`config.mk`:
```
export PLATFORM = sky130hd
export DESIGN_NAME = back_end_wr_ctrl
export DESIGN_NICKNAME = d
export VERILOG_FILES = /design/src/rtl/mm_pkg.sv /design/src/rtl/mm_wr_port_reg.sv /design/src/rtl/back_end_wr_ctrl.sv
export SDC_FILE = /design/constraint.sdc
export NUM_CORES = 1
export LEC_CHECK = 0
export BUFFER_PORTS_ARGS = -buffer_cell sky130_fd_sc_hd__buf_2
export CAP_MARGIN = 20
export CELL_PAD_IN_SITES_DETAIL_PLACEMENT = 1
export CELL_PAD_IN_SITES_GLOBAL_PLACEMENT = 1
export CORE_UTILIZATION = 25
export CTS_BUF_LIST = sky130_fd_sc_hd__clkbuf_16
export CTS_CLUSTER_DIAMETER = 200
export DETAILED_ROUTE_END_ITERATION = 6
export GPL_TIMING_DRIVEN = 1
export PLACE_DENSITY = 0.57
export SLEW_MARGIN = 20
export SYNTH_ARGS = -nofsm -noshare
export SYNTH_HDL_FRONTEND = slang
export SYNTH_SLANG_ARGS = --single-unit
```
`constraint.sdc`:
```
create_clock -name aclk -period 7.7 [get_ports aclk]
set_input_delay 0.385 -clock aclk [delete_from_list [all_inputs] [get_ports aclk]]
set_output_delay 0.385 -clock aclk [all_outputs]
set_load 0.05 [all_outputs]
```
`src/rtl/mm_pkg.sv`:
```
// Shared definitions for the mm coprocessor front_end / back_end / write path.
//   MM_ADDR_W, MM_DATA_W : default buffer address and data widths
//   mm_state_t           : common IDLE/RUN/DONE state encoding
package mm_pkg;

  localparam int unsigned MM_ADDR_W = 12;
  localparam int unsigned MM_DATA_W = 32;

  typedef enum logic [1:0] {
    IDLE = 2'd0,
    RUN  = 2'd1,
    DONE = 2'd2
  } mm_state_t;

endpackage

```
`src/rtl/mm_wr_port_reg.sv`:
```
// Output-BRAM write port register: one cycle of latency on we/addr/din.
// Address and data only load on a write, so they hold between writes.
// Ports:
//   aclk, aresetn      clock, asynchronous active-low reset
//   i_we/i_addr/i_din  write request from the controller
//   o_we/o_addr/o_din  registered write port to the BRAM
module mm_wr_port_reg #(
  parameter int unsigned ADDR_W = 12,
  parameter int unsigned DATA_W = 32
) (
  input  logic              aclk,
  input  logic              aresetn,
  input  logic              i_we,
  input  logic [ADDR_W-1:0] i_addr,
  input  logic [DATA_W-1:0] i_din,
  output logic              o_we,
  output logic [ADDR_W-1:0] o_addr,
  output logic [DATA_W-1:0] o_din
);

  logic              r_we;
  logic [ADDR_W-1:0] r_addr;
  logic [DATA_W-1:0] r_din;

  always_ff @(posedge aclk or negedge aresetn) begin
    if (!aresetn) begin
      r_we   <= 1'b0;
      r_addr <= '0;
      r_din  <= '0;
    end else begin
      r_we <= i_we;
      if (i_we) begin
        r_addr <= i_addr;
        r_din  <= i_din;
      end
    end
  end

  assign o_we   = r_we;
  assign o_addr = r_addr;
  assign o_din  = r_din;

endmodule

```
`src/rtl/back_end_wr_ctrl.sv`:
```
// Output-side write controller downstream of the back_end FSM.
// Holds the programmed transfer size and the output-buffer address, tells
// back_end when the size is zero and when the final word is reached, and
// drives the registered output-BRAM write port.
//
// state | meaning
// ------+-----------------------------------------------------------
// IDLE  | size_r tracks size input; start with nonzero size -> RUN
// RUN   | accepting back_end beats; last flags the final address
// DONE  | transfer complete, last held high until host clear
//
// Ports:
//   aclk, aresetn        clock, asynchronous active-low reset
//   start, size, clear   host control
//   en, wren, din        from back_end / actor
//   zero, last           to back_end
//   mem_we/addr/din      registered output-BRAM write port
//   wr_count             words written in the current/last transfer
//   err                  sticky protocol error
module back_end_wr_ctrl
  import mm_pkg::*;
#(
  parameter  int unsigned ADDR_W = MM_ADDR_W,
  parameter  int unsigned DATA_W = MM_DATA_W,
  localparam int unsigned SIZE_W = ADDR_W + 1
) (
  input  logic              aclk,
  input  logic              aresetn,
  input  logic              start,
  input  logic [SIZE_W-1:0] size,
  input  logic              clear,
  input  logic              en,
  input  logic              wren,
  input  logic [DATA_W-1:0] din,
  output logic              zero,
  output logic              last,
  output logic              mem_we,
  output logic [ADDR_W-1:0] mem_addr,
  output logic [DATA_W-1:0] mem_din,
  output logic [SIZE_W-1:0] wr_count,
  output logic              err
);

  localparam logic [SIZE_W-1:0] MAX_SIZE = {1'b1, {ADDR_W{1'b0}}};

  mm_state_t         r_state;
  logic [SIZE_W-1:0] r_size;
  logic [ADDR_W-1:0] r_addr;
  logic [SIZE_W-1:0] r_wr_count;
  logic              r_err;

  logic [SIZE_W-1:0] w_size_clamped;
  logic              w_at_final;
  logic              w_wr_fire;

  assign w_size_clamped = (size > MAX_SIZE) ? MAX_SIZE : size;

  // Compare in SIZE_W so a full 2**ADDR_W transfer ends at the top address.
  assign w_at_final = ({1'b0, r_addr} == (r_size - SIZE_W'(1)));
  assign w_wr_fire  = wren && (r_state == RUN);

  assign zero     = (r_size == '0);
  assign last     = ((r_state == RUN) && w_at_final) || (r_state == DONE);
  assign wr_count = r_wr_count;
  assign err      = r_err;

  always_ff @(posedge aclk or negedge aresetn) begin
    if (!aresetn) begin
      r_state    <= IDLE;
      r_size     <= '0;
      r_addr     <= '0;
      r_wr_count <= '0;
      r_err      <= 1'b0;
    end else begin
      if (wren && (r_state != RUN))
        r_err <= 1'b1;
      if (en && !wren)
        r_err <= 1'b1;
      if (en && wren && (r_state == RUN) && w_at_final)
        r_err <= 1'b1;

      case (r_state)
        IDLE: begin
          r_size <= w_size_clamped;
          // A zero-size start still restarts the count; back_end bounces
          // through its own DONE without us leaving IDLE.
          if (start) begin
            r_addr     <= '0;
            r_wr_count <= '0;
            if (r_size != '0)
              r_state <= RUN;
          end
        end
        RUN: begin
          if (wren) begin
            r_wr_count <= r_wr_count + SIZE_W'(1);
            if (en && !w_at_final)
              r_addr <= r_addr + ADDR_W'(1);
            if (w_at_final)
              r_state <= DONE;
          end
        end
        DONE: begin
          if (clear)
            r_state <= IDLE;
        end
        default: r_state <= IDLE;
      endcase
    end
  end

  mm_wr_port_reg #(
    .ADDR_W (ADDR_W),
    .DATA_W (DATA_W)
  ) u_wr_port (
    .aclk    (aclk),
    .aresetn (aresetn),
    .i_we    (w_wr_fire),
    .i_addr  (r_addr),
    .i_din   (din),
    .o_we    (mem_we),
    .o_addr  (mem_addr),
    .o_din   (mem_din)
  );

endmodule

```
# After elaboration in Yosys (flattened, before gate mapping)
# Index checks and enable logic that the tools add are counted.
# word_totals
reg_bits,86
# classes
n_lt_le_gt_ge,1
n_reduce_logical,19
eq_ne,10
add_sub_neg,3
muxes,17
# op_table
operator,n
$mux W13,3
$mux W12,3
$pmux W13 S2,1
$pmux W12 S2,1
$add A13 B1 Y13 const B,1
$eq A12 B13 Y1,1
$gt A13 B13 Y1 const B,1
$logic_not A13 Y1,1
$reduce_bool A13 Y1,1
$sub A13 B1 Y13 const B,1
$add A12 B1 Y12 const B,1
$mux W2,5
$ne A2 B2 Y1 const B,5
$logic_and A1 B1 Y1,8
$pmux W2 S3,1
$reduce_and A5 Y1,1
$ne A2 B1 Y1 const B,2
$reduce_and A4 Y1,1
$mux W1,3
$reduce_and A3 Y1,1
$reduce_bool A3 Y1,1
$eq A2 B1 Y1 const B,1
$eq A2 B2 Y1 const B,1
$logic_not A1 Y1,2
3 further kinds,3

# Longest topological paths before layout
# logic_depth
ltp_word,7
depth_mapped,13
depth_no_buf,10

# Hierarchy
# A second synthesis with hierarchy kept.
# hier_totals
cells_unflattened,361
area_unflattened_um2,4251.6
# modules_own_cells
module,area_per_inst_um2,cells_per_inst,n_inst
back_end_wr_ctrl,2388.5,267,1
mm_wr_port_reg,1863.0,94,1

# Least setup slack after synthesis
# Ideal clock, no wire load.
# synth_timing
path_kind,flip-flop to output port
from,reg r_size[1]
to,out last
n_path_buf,1
path_stages_with_launch,8
path_slack_ps,4196
t_arrival_ps,3119
cell_sequence,dfrtp_1 > buf_6 > or4_4 > or3_1 > a2111oi_2 > and4_1 > nand3_2 > o21ai_0
# synth_via
elab_chain_cells,4
# synth_lines
item,line_no,rtl
start: declaration,back_end_wr_ctrl.sv:47,logic [SIZE_W-1:0] r_size;
start signal: assignment,back_end_wr_ctrl.sv:84,r_size <= w_size_clamped;
$sub A13 B1 Y13,back_end_wr_ctrl.sv:59,"assign w_at_final = ({1'b0, r_addr} == (r_size - SIZE_W'(1)));"
$eq A12 B13 Y1,back_end_wr_ctrl.sv:59,
$logic_and A1 B1 Y1,back_end_wr_ctrl.sv:63,assign last = ((r_state == RUN) && w_at_final) || (r_state == DONE);
$logic_or A1 B1 Y1,back_end_wr_ctrl.sv:63,
end: declaration,back_end_wr_ctrl.sv:36,"output logic last,"
# No other way between the ends.

# Worst setup path in the final report
# layout_timing
from,reg r_state[0]
to,"reg r_wr_count[9], in the netlist wr_count[9]"
# layout_via
elab_chain_cells,3
elab_cells_between_ends,7
classes_between,eq/ne (3); mux (1); reduce/logical (3)
# layout_lines
item,line_no,rtl
start: declaration,back_end_wr_ctrl.sv:46,mm_state_t r_state;
start signal: assignment,back_end_wr_ctrl.sv:69,r_state <= IDLE;
start signal: assignment,back_end_wr_ctrl.sv:91,r_state <= RUN;
start signal: assignment,back_end_wr_ctrl.sv:100,r_state <= DONE;
$eq A2 B1 Y1 / $logic_not A2 Y1 (equally long branches),back_end_wr_ctrl.sv:82,case (r_state)
$ne A2 B2 Y1 (no line) / $reduce_bool A2 Y1 (equally long branches),--,
$reduce_and A3 Y1 (no line),--,
end signal: assignment,back_end_wr_ctrl.sv:96,r_wr_count <= r_wr_count + SIZE_W'(1);
end: declaration,back_end_wr_ctrl.sv:49,logic [SIZE_W-1:0] r_wr_count;
# Several ways; a longest one is shown, not always the timed one.
# A chain may end at the register's enable or synchronous reset.

==> run metrics <==
Warnings, synthesis=0; Clock Latency Late Sink=0.34 ns; number of synthesized register bits=86; Die Y-Extent=131.1 µm; Post-Route Setup TNS=0 ns; VDD IR-drop max=0.1169 mV; Max Slew Vio Count=0; die outline width=131.1 µm; maximum fanout count along the critical path=52; residual overflow from global routing=0; FFs w/ async S/R, synth=1.000; clk_skew=0.005774 ns; path type of the worst setup path=flop to flop; worst endpoint required time=7.97 ns; area of the die=17190 µm²; final instance count without filler cells=777; Worst-Margin Slew=0.9329 ns; Core Area=16060 µm²; placed cells=765; kind of start point of the critical path=flop; Synth Area per Inst=9.058 µm²; first-pass GRT wire length=19730 µm; hold crit path type=input port to async pin; net count of the mapped netlist=514; number of global-route vias before repair=3764; synthesized area=4166 µm²; vias per inst=4.669; final count of negative-setup-slack endpoints=0; number of inserted diodes=0; share of the synthesized area in the top cell type=0.5165; number of flops mapped to enable cells by yosys=0; placed wire-length estimate=8680 µm; area used by multi-input combinational logic=1873 µm²; Static Leakage=0.002618 µW; shortest period the worst path allows=3.629 ns; clock root buffer master=sky130_fd_sc_hd__clkbuf_16; post-synthesis sequential area ratio=0.5165; synthesized instance count=460; number of antenna violations at the first check in global routing=0; leading cell type in the layout, fill and taps excluded=sky130_fd_sc_hd__nand2_1; crit share post-route=0.4714; count of final hold-check violations=0; predominant post-synthesis flop cell=sky130_fd_sc_hd__dfrtp_1; CTS Buf Count=9; layout-stage area growth over the synthesis result=23.75%; Pre-Repair DR Iteration Count=4; tightest hold margin=0.01499 ns; H-tree levels=3; total number of vias=3628; PwrDens=338.9 nW/µm²; initial core utilization=0.2595; DRT antenna net count=0; largest net degree at the start of global routing=53; share of cells above drive strength 1=0.2531; number of ports placed on the die boundary=112; number of different library cells in the post-synthesis netlist=53; Max Freq=275.5 MHz; fillcell total=1902; kind of end point of the critical path=flop; setup repair after global routing missed its margin=false; Port Buffer Count=111; final routed wire length divided by cell count=15.38 µm; Max Cap Viol=0; maximum buffer depth of the clock tree=2; setup repair bufs after CTS=0; TritonCTS clock tree=built; post-cts sizing count=0; DRC viols=0; number of clock sinks=86; finished layout cell area=5156 µm²; placer's final routability congestion estimate=0.7407; area leader, netlist=sky130_fd_sc_hd__dfrtp_1; hold buffer count at cts=0; sequential cell area=2152 µm²; overall track demand over capacity in global routing=0.1505; cell types with the largest area share after synthesis=sky130_fd_sc_hd__dfrtp_1 (52%), sky130_fd_sc_hd__nand2_1 (15%), sky130_fd_sc_hd__xnor2_1 (2.7%); run status=completed; Final Net Count=614; cell row count=46; clock-pin transition on the worst setup and hold timing paths=0.06 ns; initial detailed-routing violation count=119; placed cell area=4891 µm²; arrival time worst endpoint=3.90 ns; most frequent cells in the layout=sky130_fd_sc_hd__nand2_1 (160), sky130_fd_sc_hd__buf_2 (110), sky130_fd_sc_hd__dfrtp_1 (86); normalized max-slew margin=0.3759; aggregate routed wire length=11950 µm
==> final cells by class <==
| class | instances | share of cell area |
|---|---|---|
| multi-input combinational | 344 | 0.3633 |
| inverter | 6 | 0.004368 |
| clock buffer | 9 | 0.04368 |
| tap | 216 | 0.05241 |
| sequential | 86 | 0.4174 |
| clock inverter | 3 | 0.007765 |
| timing repair buffer | 113 | 0.1111 |
==> cells in the mapped netlist (4+ instances only) <==
cell type                  instances
sky130_fd_sc_hd__dfrtp_1          86
sky130_fd_sc_hd__a21oi_2           6
sky130_fd_sc_hd__or3_1             8
sky130_fd_sc_hd__and3_1            8
sky130_fd_sc_hd__buf_1             4
sky130_fd_sc_hd__inv_1             5
sky130_fd_sc_hd__nor2b_1           5
sky130_fd_sc_hd__and4_1            4
sky130_fd_sc_hd__o21ai_0          11
sky130_fd_sc_hd__nand2b_1          5
sky130_fd_sc_hd__nand3_1          13
sky130_fd_sc_hd__nand4_1           9
sky130_fd_sc_hd__xnor2_1          13
sky130_fd_sc_hd__nor4_1            6
sky130_fd_sc_hd__a22o_1            9
sky130_fd_sc_hd__nand2_1         161
sky130_fd_sc_hd__clkbuf_1         14
sky130_fd_sc_hd__a21oi_1           5
sky130_fd_sc_hd__xor2_1           11
sky130_fd_sc_hd__o21ai_1           4
sky130_fd_sc_hd__nor2_1           25
sky130_fd_sc_hd__nor3_1            4
==> logic make-up after synthesis <==
| kind of cell | share of synthesized area |
|---|---|
| adder cells (fa/ha/maj) | 0.009010 |
| flip-flops | 0.5165 |
| buffers and inverters | 0.03453 |
| AND/OR/NAND/NOR | 0.2814 |
| XOR/XNOR | 0.05045 |
| AO/OA/AOI/OAI | 0.1033 |
| multiplexers | 0.004805 |
==> metrics by stage <==
step | util | total power (µW) | worst slack, ns
finish | 0.3211 | 1747 | 4.071
detailed placement | 0.3046 | 1346 | 4.015
global route | 0.3211 | 1867 | 3.581
floorplan | - | 1162 | 4.196
CTS | 0.3211 | 1773 | 4.013
global placement | 0.3046 | 1331 | 4.230
==> worst paths after layout <==
path / from / to / slack (ns) / depth (start not counted)
min: aresetn / wr_count[10] / 0.01 / 1
min reg2reg: u_wr_port.o_din[28] / u_wr_port.o_din[28] / 0.47 / 2
max reg2reg: r_state[0] / wr_count[9] / 4.07 / 8
max in group asynchronous: aresetn / u_wr_port.o_din[18] / 6.66 / 2
max: r_state[0] / wr_count[9] / 4.07 / 8
min in group aclk: clear / r_state[1] / 0.23 / 2
==> critical path, stage by stage, from the launching register on <==
cell                      delay, ns
sky130_fd_sc_hd__dfrtp_1       0.49
sky130_fd_sc_hd__nor2b_1       0.31
sky130_fd_sc_hd__nand2_2       0.59
sky130_fd_sc_hd__inv_2         0.92
sky130_fd_sc_hd__nor2_1        0.29
sky130_fd_sc_hd__nor2_1        0.24
sky130_fd_sc_hd__nand3_1       0.18
sky130_fd_sc_hd__or3_1         0.34
sky130_fd_sc_hd__a21oi_1       0.16
==> report_power, final <==
| group | internal [µW] | total, µW | switching [µW] |
|---|---|---|---|
| logic | 218 | 656 | 438 |
| clock network | 243 | 415 | 173 |
| registers | 547 | 676 | 130 |
==> registers in the layout, summed over array words and instances (netlist names) <==
register / flops
err: 1
r_addr: 12
r_size: 13
r_state: 2
u_wr_port.o_addr: 12
u_wr_port.o_din: 32
u_wr_port.o_we: 1
wr_count: 13
==> routing by layer <==
layer / GRT usage / vias to the layer above / wire [µm]
met5: 0 / - / 0
met4: 0.04192 / 0 / 170
met3: 0.04180 / 12 / 589
met2: 0.2409 / 85 / 5655
met1: 0.1987 / 1783 / 5535
li1: - / 1748 / -
Note: power is estimated with default switching activity, not from simulation.
